--- src/rtl/timer_pkg.sv ---
// Shared definitions for the periodic-event scheduler: selector width,
// arbiter states and the power-of-two terminal-count helper.
package timer_pkg;

  localparam int SEL_W = 3;
  localparam int TC_W  = 10;

  typedef enum logic {
    IDLE    = 1'b0,
    PRESENT = 1'b1
  } state_e;

  // Terminal count 2^(sel+3)-1; the 11-bit intermediate keeps 1023 exact.
  function automatic logic [TC_W-1:0] tc_of(input logic [SEL_W-1:0] sel);
    logic [TC_W:0] pow;
    logic [TC_W:0] tc_full;
    pow = '0;
    pow[{1'b0, sel} + 4'd3] = 1'b1;
    tc_full = pow - (TC_W+1)'(1);
    return tc_full[TC_W-1:0];
  endfunction

endpackage

--- src/rtl/timer_chan.sv ---
// One period counter with its selector register; flags a single-cycle
// expiry when the enabled count reaches the selected terminal count.
module timer_chan
  import timer_pkg::*;
#(
  parameter int CW = 10
) (
  input  logic             clock,
  input  logic             reset,
  input  logic             en_i,
  input  logic             wr_i,
  input  logic [SEL_W-1:0] sel_i,
  output logic             expire_o
);

  logic [CW-1:0]    cnt_q, cnt_d;
  logic [CW-1:0]    tc;
  logic [SEL_W-1:0] sel_q, sel_d;
  logic             at_tc;

  always_comb begin
    tc    = CW'(tc_of(sel_q));
    at_tc = (cnt_q == tc);
    sel_d = wr_i ? sel_i : sel_q;
    // A configuration write restarts the period and swallows any expiry.
    expire_o = en_i && !wr_i && at_tc;
    if (wr_i || !en_i || at_tc) begin
      cnt_d = '0;
    end else begin
      cnt_d = cnt_q + 1'b1;
    end
  end

  always_ff @(posedge clock) begin
    if (reset) begin
      cnt_q <= '0;
      sel_q <= '0;
    end else begin
      cnt_q <= cnt_d;
      sel_q <= sel_d;
    end
  end

endmodule

--- src/rtl/timer_irq_sched.sv ---
// NCH periodic timers whose expiries are latched as pending events and
// handed one at a time to a single consumer by a round-robin arbiter.
module timer_irq_sched
  import timer_pkg::*;
#(
  parameter int NCH = 4,
  parameter int CW  = 10,
  parameter int IDW = 2
) (
  input  logic             clock,
  input  logic             reset,
  input  logic [NCH-1:0]   en,
  input  logic             cfg_we,
  input  logic [IDW-1:0]   cfg_ch,
  input  logic [SEL_W-1:0] cfg_sel,
  output logic             irq_valid,
  output logic [IDW-1:0]   irq_id,
  input  logic             irq_ack,
  output logic [NCH-1:0]   pending,
  output logic [NCH-1:0]   overrun
);

  state_e          state_q, state_d;
  logic            valid_q, valid_d;
  logic [IDW-1:0]  id_q, id_d;
  logic [IDW-1:0]  rr_q, rr_d;
  logic [IDW-1:0]  pick;
  logic            found;
  int              idx;
  logic            ack_fire;
  logic [NCH-1:0]  expire, wr_sel, clr;
  logic [NCH-1:0]  pending_q, pending_d;
  logic [NCH-1:0]  overrun_q, overrun_d;

  assign ack_fire = (state_q == PRESENT) && irq_ack;

  generate
    for (genvar gi = 0; gi < NCH; gi++) begin : g_ch
      assign wr_sel[gi] = cfg_we && (cfg_ch == IDW'(gi));
      assign clr[gi]    = ack_fire && (id_q == IDW'(gi));

      timer_chan #(.CW(CW)) u_chan (
        .clock    (clock),
        .reset    (reset),
        .en_i     (en[gi]),
        .wr_i     (wr_sel[gi]),
        .sel_i    (cfg_sel),
        .expire_o (expire[gi])
      );

      // A fresh expiry wins over the ack-clear, so no event is lost there.
      assign pending_d[gi] = expire[gi] | (pending_q[gi] & ~clr[gi]);
      assign overrun_d[gi] = wr_sel[gi] ? 1'b0
                           : (overrun_q[gi] | (expire[gi] & pending_q[gi] & ~clr[gi]));
    end
  endgenerate

  always_comb begin
    state_d = state_q;
    valid_d = valid_q;
    id_d    = id_q;
    rr_d    = rr_q;
    found   = 1'b0;
    pick    = '0;
    idx     = 0;
    for (int k = 0; k < NCH; k++) begin
      idx = int'(rr_q) + k;
      if (idx >= NCH) idx = idx - NCH;
      if (!found && pending_q[idx]) begin
        found = 1'b1;
        pick  = IDW'(idx);
      end
    end
    case (state_q)
      IDLE: begin
        if (found) begin
          valid_d = 1'b1;
          id_d    = pick;
          state_d = PRESENT;
        end
      end
      PRESENT: begin
        if (irq_ack) begin
          valid_d = 1'b0;
          state_d = IDLE;
          rr_d    = (id_q == IDW'(NCH-1)) ? '0 : id_q + 1'b1;
        end
      end
      default: state_d = IDLE;
    endcase
  end

  always_ff @(posedge clock) begin
    if (reset) begin
      state_q   <= IDLE;
      valid_q   <= 1'b0;
      id_q      <= '0;
      rr_q      <= '0;
      pending_q <= '0;
      overrun_q <= '0;
    end else begin
      state_q   <= state_d;
      valid_q   <= valid_d;
      id_q      <= id_d;
      rr_q      <= rr_d;
      pending_q <= pending_d;
      overrun_q <= overrun_d;
    end
  end

  assign irq_valid = valid_q;
  assign irq_id    = id_q;
  assign pending   = pending_q;
  assign overrun   = overrun_q;

endmodule

--- config.mk ---
export PLATFORM = sky130hd
export DESIGN_NAME = timer_irq_sched
export DESIGN_NICKNAME = d
export VERILOG_FILES = /design/src/rtl/timer_pkg.sv /design/src/rtl/timer_chan.sv /design/src/rtl/timer_irq_sched.sv
export SDC_FILE = /design/constraint.sdc
export NUM_CORES = 1
export LEC_CHECK = 0
export ABC_AREA = 1
export BUFFER_PORTS_ARGS = -buffer_cell sky130_fd_sc_hd__buf_4
export CORE_MARGIN = 4
export CORE_UTILIZATION = 35
export DETAILED_ROUTE_END_ITERATION = 10
export PLACE_DENSITY_LB_ADDON = 0.25
export SLEW_MARGIN = 15
export SYNTH_ARGS = -nofsm -noshare
export SYNTH_HDL_FRONTEND = slang
export SYNTH_SLANG_ARGS = --single-unit
--- constraint.sdc ---
create_clock -name clock -period 1.85 [get_ports clock]
set_input_delay 0.185 -clock clock [delete_from_list [all_inputs] [get_ports clock]]
set_output_delay 0.185 -clock clock [all_outputs]
set_load 0.02 [all_outputs]
== After elaboration in Yosys (flattened, before gate mapping) ==
Index checks and enable logic that the tools add are counted.
Storage, ports and cells
  register bits: 66
  bits of input ports: 13
  output and inout port bits: 11
  logic and storage cells: 185
Cells by class
  add/subtract/negate cells: 20
  $lt $le $gt $ge: 16
  equal/unequal tests: 12
  muxes and demuxes: 39
  bitwise logic cells: 25
  reductions and logical operators: 56
Operator list (count)
  32-bit by 4-bit < comparator with 1-bit output (second input constant): 4
  32-bit 2-to-1 mux: 4
  10-bit by 1-bit adder with 10-bit output (second input constant): 4
  10-bit equality test: 4
  10-bit by 1-bit subtractor with 10-bit output (second input constant): 4
  1-bit logical AND: 24
  4-bit by 5-bit < comparator with 1-bit output (second input constant): 4
  1-bit 2-to-1 mux: 20
  3-bit by 2-bit adder with 4-bit output (second input constant): 4
  1-bit demux with 4-bit select: 4
  4-bit by 1-bit >= comparator with 1-bit output (second input constant): 4
  2-bit OR reduction: 8
  1-bit AND: 12
  3-bit by 3-bit subtractor with 4-bit output (second input constant): 3
  1-bit zero test: 11
  2-bit 2-to-1 mux: 5
  3-bit >= comparator (second input constant): 3
  1-bit binary-select mux with 2-bit select: 4
  2-bit equality test (second input constant): 4
  1-bit logical OR: 8
  1-bit OR: 8
  2-bit by 2-bit adder with 3-bit output (second input constant): 2
  2-bit AND reduction: 3
  1-bit inverter: 5
  other kinds (8): 12

== Logic depth before layout (Yosys ltp) ==
Gate-level depths: netlist of run 1.
  word-level depth: 17
  mapped depth: 13
  gate-level depth less buffers: 13

== Cells and area by module ==
A second synthesis of run 1 with hierarchy kept.
Second synthesis, totals
  cell total of the unflattened synthesis: 607
  area total of the unflattened synthesis: 3957.5 um^2
By module, submodules not included
  timer_chan at g_ch[0].u_chan ...: instances 3, cells an instance 119, area an instance 773.2 um^2, sequential area each 260.2 um^2
  timer_irq_sched: instances 1, cells an instance 135, area an instance 878.3 um^2, sequential area each 280.3 um^2
  timer_chan at g_ch[3].u_chan: instances 1, cells an instance 115, area an instance 759.5 um^2, sequential area each 260.2 um^2

== Worst setup path before layout of run 1 ==
Ideal clock, no wire load.
  kind: register to register
  start point: register g_ch[2].u_chan.cnt_q[0]
  end point: register g_ch[2].u_chan.cnt_q[8]
  library setup time: 0.067 ns
  arrival time: 1.280 ns
  required time: 1.783 ns
  path slack: 0.503 ns
  cell stages (with the launch flop): 9
  path buffers: 0
  clock period less this slack: 1.347 ns
  path through: dfxtp_1 > ha_1 > nand3_1 > nor2_1 > nand2_1 > nor3_1 > xor2_1 > inv_1 > nor2_1
On the way
  word-level cells in the longest chain between the ends: 3
  elaborated cells between the ends (all ways): 4
  classes of those cells: add/sub (1); eq/ne (1); reduce/logical (2)
Ends and longest elaborated chain
  start, declared: line timer_chan.sv:16  | logic [CW-1:0] cnt_q, cnt_d;
  start signal, assigned: line timer_chan.sv:39  | cnt_q <= cnt_d;
  parallel branches: the longest is 3 deep, another holds 10-bit by 1-bit adder with 10-bit output
Several ways; the timed one is not identified.
A chain may end at the register's enable or synchronous reset.

== Worst setup path after layout of run 1 ==
  start point: register g_ch[3].u_chan.sel_q[2]
  end point: register g_ch[3].u_chan.cnt_q[9]
On the way
  word-level cells in the longest chain between the ends: 9
  elaborated cells between the ends (all ways): 10
  classes of those cells: add/sub (2); order compare (2); eq/ne (1); mux (2); reduce/logical (3)
Ends and longest elaborated chain
  start, declared: line timer_chan.sv:18  | logic [SEL_W-1:0] sel_q, sel_d;
  start signal, assigned: line timer_chan.sv:40  | sel_q <= sel_d;
  3-bit by 2-bit adder with 4-bit output *: line timer_pkg.sv:18  | pow[{1'b0, sel} + 4'd3] = 1'b1;
  4-bit by 5-bit < comparator with 1-bit output (not written as such) / 4-bit by 1-bit >= comparator with 1-bit output (equally long branches): line timer_pkg.sv:18
  1-bit logical AND (not written as such): line timer_pkg.sv:18
  1-bit 2-to-1 mux (not written as such): line timer_pkg.sv:18
  1-bit demux with 4-bit select *
  10-bit by 1-bit subtractor with 10-bit output *: line timer_pkg.sv:19  | tc_full = pow - (TC_W+1)'(1);
  10-bit equality test *: line timer_chan.sv:23  | at_tc = (cnt_q == tc);
  1-bit logical OR *: line timer_chan.sv:27  | if (wr_i || !en_i || at_tc) begin
  2-bit OR reduction (no line) *
  end signal, assigned: line timer_chan.sv:39
  end, declared: line timer_chan.sv:16
Mark *: on every way between the ends. The rest lies on a longest branch, timed or not.

==> impl_metrics.csv, run 1 <==
group,metric,value,unit
timing,min_period,1550,ps
worst_setup_path,rr_startpoint,"g_ch[3].u_chan.sel_q[2]",
die,start_util,35.7,%
die,die_w,113,µm
clocking,ctsResizeCount,0,
yosys,avgSynthCellArea,6.60,µm²
yosys,syn-cell-area,0.00385,mm²
routing,drtAntennaViolNets,0,
die,row_count,38,
clocking,cts_hold_buf,0,
timing,hold_viol,0,
yosys,synth_seq_cells,66,
yosys,ys_seq_area_share,34.3,%
timing,fin_skew,8.44,ps
timing,finalSetupViolCount,0,
power,clkPwrFrac,36.2,%
clocking,tritoncts_num_sinks,66,
global_routing,grt_max_degree,21,
power,pwr-share-comb,13.8,%
global_routing,first_global_vias,3343,
yosys,yosysWarnings,0,
yosys,synthArstFlopShare,0,%
timing,fin_setup_tns,0,ps
power,power.switching,0.857,mW
yosys,synth.top_cell.area_share,34.3,%
cells_and_area,area_delta_synth_final,14.1,%
power,power.density,687,mW/mm²
clocking,h-tree-depth,3,
yosys,synth.top_cells.by_area,"dfxtp_1 (34%), nand2_1 (14%), inv_1 (8.7%)",
global_routing,grt_overflow,0,
power,vdd_ir_drop_max,0.312,mV
power,seqPwrFrac,50.0,%
timing,rsz0062_at_grt,"false",
power,internal-power,2.16,mW
cells_and_area,fillers,1141,
run_status,status,"completed",
global_routing,grt.total_usage,13.7,%
clocking,clk_latency,350,ps
global_routing,grt_use_met1,18.0,%
clocking,clk_path_buf_depth,2,
routing,first_pass_iters,4,
clocking,clk_pin_slew,80,ps
clocking,cts_setup_buffers,0,
worst_setup_path,r2r_cells,9,
yosys,synth-edff-count,0,
flow_run,cap_violations,0,
routing,routed_wl,8.22,mm
global_routing,use_met2,22.0,%
global_routing,busiest_layer,"met2",
cells_and_area,drive_gt1_share,10.7,%
routing,drc_errors,0,
yosys,yosysMostFrequentCell,"nand2_1",
global_routing,grt_pass1_wl,14.5,mm
die,die_h,113,µm
worst_setup_path,r2r-end,"g_ch[3].u_chan.cnt_q[9]",
global_routing,antenna_found_initial,0,
timing,fmax,0.644,GHz
worst_hold_path,holdPathEnd,"pending[1]",
placed_design,dp_slack,306,ps
worst_setup_path,start_kind,"flop",
clocking,cts_tree,"built",
placed_design,portBuffers,23,
worst_setup_path,reg2reg_slack,300,ps
worst_hold_path,hold_class,"input pin to flop",
cells_and_area,antennaDiodeCount,0,
clocking,clockRootBuffer,"clkbuf_8",
worst_setup_path,path_class,"flop to flop",
die,die-area,0.0128,mm²
placed_design,hpwl,6.43,mm
timing,finalCritPeriodShare,84.0,%
routing,vias,3517,
yosys,synth-main-ff-cell,"dfxtp_1",
power,sw_frac_of_total,28.4,%
yosys,synth_area_leader_cell,"dfxtp_1",
yosys,synth_cell_type_count,33,
worst_setup_path,crit_path_max_fanout,10,
worst_hold_path,min_from,"reset",
timing,worst_hold_slack,58.4,ps
global_routing,use_met3,2.41,%
clocking,cts_buffers,9,
routing,wire_per_inst,10.7,µm
timing,maxSlewViolCount,0,
power,p_leak,1.98,nW
placed_design,place_congestion,0.847,
yosys,ys_top_cells_by_count,"nand2_1 (140), inv_1 (89), nor2_1 (79)",
timing,fin_ws,297,ps
routing,drt_iter0_drc,141,
routing,vias_per_cell,4.58,
yosys,synth_cells,584,
worst_setup_path,end_kind,"flop",
worst_setup_path,critPathArrivalTime,1780,ps
worst_hold_path,holdPathStages,2,
worst_setup_path,required,2080,ps
die,core-area,0.0108,mm²
die,io_pins,24,
cells_and_area,nets,649,
## sequential cells by signal (all words and copies together), names as in the netlist
signal             flops
irq_valid              1
g_ch.u_chan.sel_q     12
state_q                1
overrun                4
irq_id                 2
rr_q                   2
g_ch.u_chan.cnt_q     40
pending                4
## cell type report
| type | count | area, µm² | area share [%] |
|---|---|---|---|
| Clock buffer | 12 | 155 | 3.53 |
| Inverter | 94 | 353 | 8.02 |
| Timing Repair Buffer | 24 | 180 | 4.10 |
| Clock inverter | 3 | 15.0 | 0.341 |
| Sequential cell | 66 | 1320 | 30.0 |
| Multi-Input combinational cell | 429 | 2200 | 50.0 |
| Tap cell | 140 | 175 | 3.98 |
## worst max path at each step
stage                                 start                 endpoint  slack (ps)  depth (start not counted)
floorplan           g_ch[2].u_chan.cnt_q[0]  g_ch[2].u_chan.cnt_q[8]         500                          8
global placement    g_ch[3].u_chan.sel_q[2]  g_ch[3].u_chan.cnt_q[9]         320                          9
detailed placement  g_ch[3].u_chan.sel_q[2]  g_ch[3].u_chan.cnt_q[9]         310                          9
CTS                 g_ch[2].u_chan.cnt_q[0]  g_ch[2].u_chan.cnt_q[8]         290                          8
global route        g_ch[3].u_chan.sel_q[2]  g_ch[3].u_chan.cnt_q[9]          80                          9
finish              g_ch[3].u_chan.sel_q[2]  g_ch[3].u_chan.cnt_q[9]         300                          9
## power by group through the flow
stage                     Clock, mW  Combinational [mW]  Sequential, mW
after floorplan                   0               0.294            1.55
after global placement            0               0.408            1.54
after detailed placement          0               0.414            1.54
after CTS                      1.13               0.415            1.51
after global routing           1.20               0.484            1.52
final                          1.09               0.418            1.51
## cell families (layout without fill, tap and decap cells)
kind of cell	Yosys count	after routing	synth area share, %
AO/OA/AOI/OAI	63	63	8.77
XOR/XNOR	33	33	7.50
adder cells (fa/ha/maj)	12	12	3.90
buffers and inverters	96	133	9.35
flip-flops	66	66	34.3
other	1	8	0.0973
AND/OR/NAND/NOR	313	313	36.1
## metrics by stage
stage / cell area, µm² / utilization (%) / power, mW / cells
2_1_floorplan: 3880 / - / 1.84 / 591
4_1_cts: 4400 / 40.7 / 3.06 / 768
3_3_place_gp: 4230 / 39.2 / 1.95 / 753
6_report: 4400 / 40.7 / 3.02 / 768
3_5_place_dp: 4230 / 39.2 / 1.96 / 753
5_1_grt: 4400 / 40.7 / 3.21 / 768
## layer usage
layer | routed length (µm) | part of all wire, %
met5 | 0 | 0
met4 | 173 | 2.1
met3 | 229 | 2.8
met2 | 3620 | 44
met1 | 4200 | 51
## worst max-delay path, stage by stage (launching register included)
cell	delay, ps
dfxtp_1	400
inv_1	140
nand2_1	110
nand2_1	60
a21oi_1	130
nand2_1	60
nor2_1	180
nand2_1	100
nand3_2	190
nor2_1	70
## placed cells by master, fill, tap and decap left out, types with 2 or more instances in the layout
cell,Yosys,routed
o21bai_1,3,3
nor2_1,79,79
nand2_4,2,2
xnor2_1,10,10
o211ai_1,2,2
nor3_1,8,8
a21oi_1,26,26
dfxtp_1,66,66
buf_4,0,24
nand2_1,140,140
nand4_1,7,7
conb_1,1,8
a21boi_0,2,2
nand3_2,3,3
nand3b_1,2,2
clkinv_2,0,3
nand2_2,10,10
xor2_1,23,23
clkbuf_8,0,11
nor2_2,4,4
nand3_1,51,51
ha_1,12,12
inv_2,4,4
o21ai_0,27,27
inv_1,89,89
nand3_4,2,2
No activity file was read; power rests on OpenSTA's default activity.
==> run 2, diff against run 1 <==
- clock period: 1.85 -> 1.4 ns (I/O delays scaled with it)
==> impl_metrics.csv, run 2 (synthesis results as in run 1) <==
group,metric,value,unit
worst_hold_path,holdPathStages,3,
worst_setup_path,end_kind,"flop",
cells_and_area,multi_input_area,0.00276,mm²
timing,min_period,1440,ps
flow_run,cap_violations,0,
power,vdd_ir_drop_max,0.643,mV
power,seqPwrFrac,44.7,%
timing,rsz0062_at_grt,"true",
timing,slew_headroom,59.9,%
routing,drc_errors,0,
die,core-area,0.0108,mm²
power,clkPwrFrac,37.4,%
global_routing,first_global_vias,3393,
worst_setup_path,required,1650,ps
clocking,clk_path_buf_depth,2,
worst_setup_path,start_kind,"flop",
worst_setup_path,critPathArrivalTime,1690,ps
placed_design,portBuffers,23,
worst_setup_path,crit_path_frequent_cell,"nand3_1",
timing,maxSlewViolCount,0,
die,die-area,0.0128,mm²
routing,first_pass_iters,4,
cells_and_area,antennaDiodeCount,0,
cells_and_area,largest_register,"g_ch.u_chan.cnt_q",
cells_and_area,area_delta_synth_final,40.4,%
routing,wire_per_inst,12.3,µm
timing,fmax,0.696,GHz
worst_setup_path,path_class,"flop to flop",
cells_and_area,nets,695,
run_status,violations,"setup timing",
clocking,clk_latency,350,ps
routing,drt_iter0_drc,105,
global_routing,grt_max_degree,13,
clocking,cts_buffers,9,
placed_design,placed_cell_area,0.00448,mm²
placed_design,hpwl,6.60,mm
timing,fin_ws,-37.0,ps
global_routing,grt.total_usage,14.4,%
timing,hold_viol,0,
routing,top_layer_used,"met4",
worst_setup_path,crit_path_max_fanout,7,
cells_and_area,final_common_cell,"nand2_1",
global_routing,grt_overflow,0,
timing,finalSetupViolCount,6,
routing,route.met2.wl,5.01,mm
power,pwr-share-comb,17.9,%
placed_design,place_congestion,0.822,
worst_setup_path,r2r_cells,9,
clocking,tritoncts_num_sinks,66,
power,power.switching,1.29,mW
cells_and_area,finalInstanceArea,0.00541,mm²
worst_setup_path,crit_path_cell_trace,"inv_6 > nand2_1 > nand3_1 > nand2_2 > inv_1 > nand3_1 > o211ai_1 > nor2_4 > nor2_2",
global_routing,grt_pass1_wl,14.9,mm
clocking,h-tree-depth,3,
cells_and_area,fin_util,50.1,%
placed_design,dp_slack,-64.8,ps
global_routing,antenna_found_initial,0,
cells_and_area,final_cell_mix,"nand2_1 (111), inv_1 (80), buf_4 (60), nor2_1 (46), dfxtp_1 (40)",
timing,finalCritPeriodShare,103,%
run_status,status,"finished with violations",
die,die_w,113,µm
routing,vias,3866,
cells_and_area,drive_gt1_share,36.1,%
clocking,clk_pin_slew,70,ps
clocking,clockRootBuffer,"clkbuf_8",
power,power.density,832,mW/mm²
cells_and_area,top_regs,"g_ch.u_chan.cnt_q: 40 flops, g_ch.u_chan.sel_q: 12 flops",
timing,fin_skew,8.71,ps
die,start_util,35.7,%
worst_setup_path,cp_slowest_cell,"dfxtp_4",
routing,routed_wl,10.0,mm
power,internal-power,3.21,mW
worst_hold_path,hold_class,"input pin to flop",
power,p_leak,2.39,nW
die,row_count,38,
worst_setup_path,slowest_delay,400,ps
routing,drtAntennaViolNets,0,
cells_and_area,regArea,0.00139,mm²
cells_and_area,largest_reg_flops,40,
die,die_h,113,µm
power,p_total,4.50,mW
routing,wl_met3,339,µm
routing,routedLengthMet1,4.47,mm
timing,tightest_slew,600,ps
cells_and_area,fillers,1032,
power,sw_frac_of_total,28.7,%
routing,vias_per_cell,4.75,
die,io_pins,24,
clocking,cts_tree,"built",
## run 2: cell count changes in the layout (fill, tap and decap cells not counted), sizes merged
cell	delta
nand3	+4
dlygate4sd3	+1
bufinv	+1
clkinv	-2
clkbuf	+1
buf	+41
## run 2: power groups by stage
stage,clock (mW),combinational [mW],sequential (mW)
2_1_floorplan,0,0.388,2.04
3_3_place_gp,0,0.604,2.03
3_5_place_dp,0,0.614,2.03
4_1_cts,1.74,0.638,2.00
5_1_grt,1.83,0.889,2.02
6_report,1.68,0.804,2.01
## run 2: worst max-delay path, delay by kind of cell, from the launching register on
kind / cells / cell delay, ps
flip-flops: 1 / 400
AO/OA/AOI/OAI: 1 / 160
AND/OR/NAND/NOR: 6 / 660
buffers and inverters: 2 / 120
## run 2: metal layers
metal,vias up,track usage (%)
met3,18,3.37
met1,1780,17.8
met5,-,0
met2,61,23.9
li1,2007,-
met4,0,6.17
## run 2: repair_timing
action                                 CTS  global route
gates cloned                             1             3
setup endpoints to repair               45            51
hold buffers                             1             0
endpoints found under the hold margin    4             0
pin swaps                                1            42
setup buffers                            1             7
gates resized for setup                 23           177
## run 2: cell type report
cell class | count | share of cell area, %
timing repair buffer | 66 | 9.55
sequential | 66 | 25.7
clock buffer | 13 | 3.12
multi-input combinational | 433 | 50.9
inverter | 94 | 6.80
tap | 140 | 3.24
clock inverter | 2 | 0.648
## run 2: stage by stage
stage | hold WS (ps) | setup TNS, ps | std cells
6_report | 110 | -118 | 814
5_1_grt | 119 | -2710 | 814
4_1_cts | 88.5 | 0 | 804
3_5_place_dp | 375 | -1600 | 786
3_3_place_gp | 368 | -172 | 786
2_1_floorplan | 209 | 0 | 591
## run 2: path summary, 6_finish.rpt
check	slack [ps]	start	to
max reg2reg	-40	rr_q[0]	irq_id[1]
max	-40	rr_q[0]	irq_id[1]
min reg2reg	430	g_ch[1].u_chan.cnt_q[0]	g_ch[1].u_chan.cnt_q[0]
min	110	cfg_sel[1]	g_ch[0].u_chan.sel_q[1]
==> run 3, diff against run 2 <==
- CORE_MARGIN: 4 -> 3
==> impl_metrics.csv, run 3 (synthesis results as in run 1) <==
group,metric,value,unit
run_status,status,"finished with violations",
run_status,violations,"setup timing",
routing,wire_per_inst,12.2,µm
routing,vias,3813,
worst_setup_path,start_kind,"flop",
global_routing,grt_max_degree,12,
power,clkPwrFrac,36.3,%
worst_setup_path,path_class,"flop to flop",
worst_setup_path,r2r_cells,12,
cells_and_area,antennaDiodeCount,0,
clocking,clk_latency,350,ps
worst_setup_path,crit_path_max_fanout,7,
cells_and_area,largest_register,"g_ch.u_chan.cnt_q",
die,io_pins,24,
cells_and_area,final_cell_mix,"nand2_1 (115), inv_1 (80), buf_4 (56), nor2_1 (48), nand3_1 (39)",
routing,vias_per_cell,4.74,
die,die_w,111,µm
timing,finalCritPeriodShare,102,%
cells_and_area,area_delta_synth_final,38.5,%
placed_design,place_inst,779,
routing,drt_iter0_drc,143,
placed_design,hpwl,6.64,mm
clocking,clk_path_buf_depth,2,
cells_and_area,top_regs,"g_ch.u_chan.cnt_q: 40 flops, g_ch.u_chan.sel_q: 12 flops",
die,die_h,111,µm
worst_setup_path,end_kind,"flop",
worst_setup_path,reg2reg_slack,-20,ps
power,power.density,833,mW/mm²
cells_and_area,drive_gt1_share,34.7,%
routing,drtAntennaViolNets,0,
placed_design,place_congestion,0.902,
die,die-area,0.0123,mm²
timing,fmax,0.702,GHz
global_routing,first_global_vias,3500,
die,row_count,37,
global_routing,grt_overflow,0,
cells_and_area,nets,691,
power,p_total,4.45,mW
power,sw_frac_of_total,28.9,%
clocking,h-tree-depth,3,
timing,rsz0062_at_grt,"true",
global_routing,antenna_found_initial,0,
worst_hold_path,holdPathStages,3,
die,start_util,36.7,%
clocking,cts_buffers,9,
power,seqPwrFrac,45.3,%
worst_hold_path,hold_class,"input pin to flop",
cells_and_area,final_common_cell,"nand2_1",
worst_setup_path,required,1650,ps
worst_setup_path,rr_startpoint,"rr_q[0]",
global_routing,grt.total_usage,14.8,%
worst_setup_path,critPathArrivalTime,1680,ps
die,core-area,0.0105,mm²
power,vdd_ir_drop_max,0.663,mV
power,power.switching,1.28,mW
routing,routed_wl,9.80,mm
power,pwr-share-comb,18.4,%
routing,first_pass_iters,4,
timing,finalSetupViolCount,8,
timing,min_period,1420,ps
worst_hold_path,holdPathEnd,"g_ch[0].u_chan.sel_q[0]",
global_routing,grt_pass1_wl,15.4,mm
cells_and_area,largest_reg_flops,40,
placed_design,portBuffers,23,
cells_and_area,fillers,1037,
timing,maxSlewViolCount,0,
timing,hold_viol,0,
power,internal-power,3.16,mW
timing,tightest_slew,557,ps
timing,slew_headroom,62.7,%
power,p_leak,2.30,nW
routing,drc_errors,0,
clocking,clk_pin_slew,70,ps
timing,fin_ws,-23.8,ps
worst_hold_path,min_from,"cfg_sel[0]",
timing,fin_skew,8.34,ps
flow_run,cap_violations,0,
clocking,cts_tree,"built",
cells_and_area,fin_cells,805,
worst_setup_path,r2r-end,"irq_id[0]",
clocking,tritoncts_num_sinks,66,
clocking,clockRootBuffer,"clkbuf_8",
## run 3: cell type report
class                           count  area, µm²  area share [%]
Multi-Input combinational cell    433       2720            51.0
Timing Repair Buffer               62        487            9.12
Clock inverter                      2       37.5           0.703
Clock buffer                       12        155            2.91
Tap cell                          136        170            3.19
Inverter                           94        375            7.03
Sequential cell                    66       1390            26.1
## run 3: metrics by stage
step | utilization (%) | area, µm² | TNS, ps | worst slack, ps | hold slack, ps
final | 50.8 | 5340 | -127 | -23.8 | 127
after floorplan | - | 3880 | 0 | 53.0 | 209
after CTS | 45.4 | 4770 | -9.63 | -9.63 | 97.0
after global routing | 50.8 | 5340 | -3230 | -130 | 123
after detailed placement | 42.3 | 4450 | -2110 | -103 | 373
after global placement | 42.3 | 4450 | -625 | -79.5 | 373
## run 3: worst max-delay path by stage
stage                                  from                      end  depth (start not counted)
global route                        rr_q[0]                irq_id[0]                         12
detailed placement                  rr_q[0]                irq_id[1]                         13
global placement                    rr_q[0]                irq_id[1]                         13
CTS                                 rr_q[0]                irq_id[1]                         12
floorplan           g_ch[2].u_chan.cnt_q[0]  g_ch[2].u_chan.cnt_q[8]                          8
finish                              rr_q[0]                irq_id[0]                         12
## run 3: power groups by stage
stage | logic, mW | registers [mW] | clock network, mW
5_1_grt | 0.910 | 2.02 | 1.76
3_5_place_dp | 0.610 | 2.03 | 0
3_3_place_gp | 0.604 | 2.03 | 0
4_1_cts | 0.645 | 2.00 | 1.69
6_report | 0.816 | 2.01 | 1.61
2_1_floorplan | 0.388 | 2.04 | 0
## run 3: critical path: stages, from the launching register on
cell and delay (ps):
dfxtp_4 390, inv_8 100, nand2_4 60, nand2_4 80, inv_4 50, nand2_4 60
nand2_4 50, nor2_4 140, nand3_1 110, nand3_1 120, nand3_2 90, nand2_1 60
inv_1 30
## run 3: what timing repair did
action | 4_1_cts | 5_1_grt
resized for setup | 33 | 163
hold endpoints to repair | 4 | 0
pin swaps | 0 | 33
setup buffers | 3 | 4
cloned | 1 | 3
endpoints found under the setup margin | 45 | 52
hold buffers | 1 | 0
## run 3: per-layer routing
layer | part of all wire [%] | GRT usage (%) | up-vias
met1 | 46 | 18.6 | 1754
li1 | - | - | 1989
met4 | 1.8 | 5.25 | 0
met2 | 49 | 24.4 | 53
met5 | 0 | 0 | -
met3 | 3.3 | 4.20 | 17
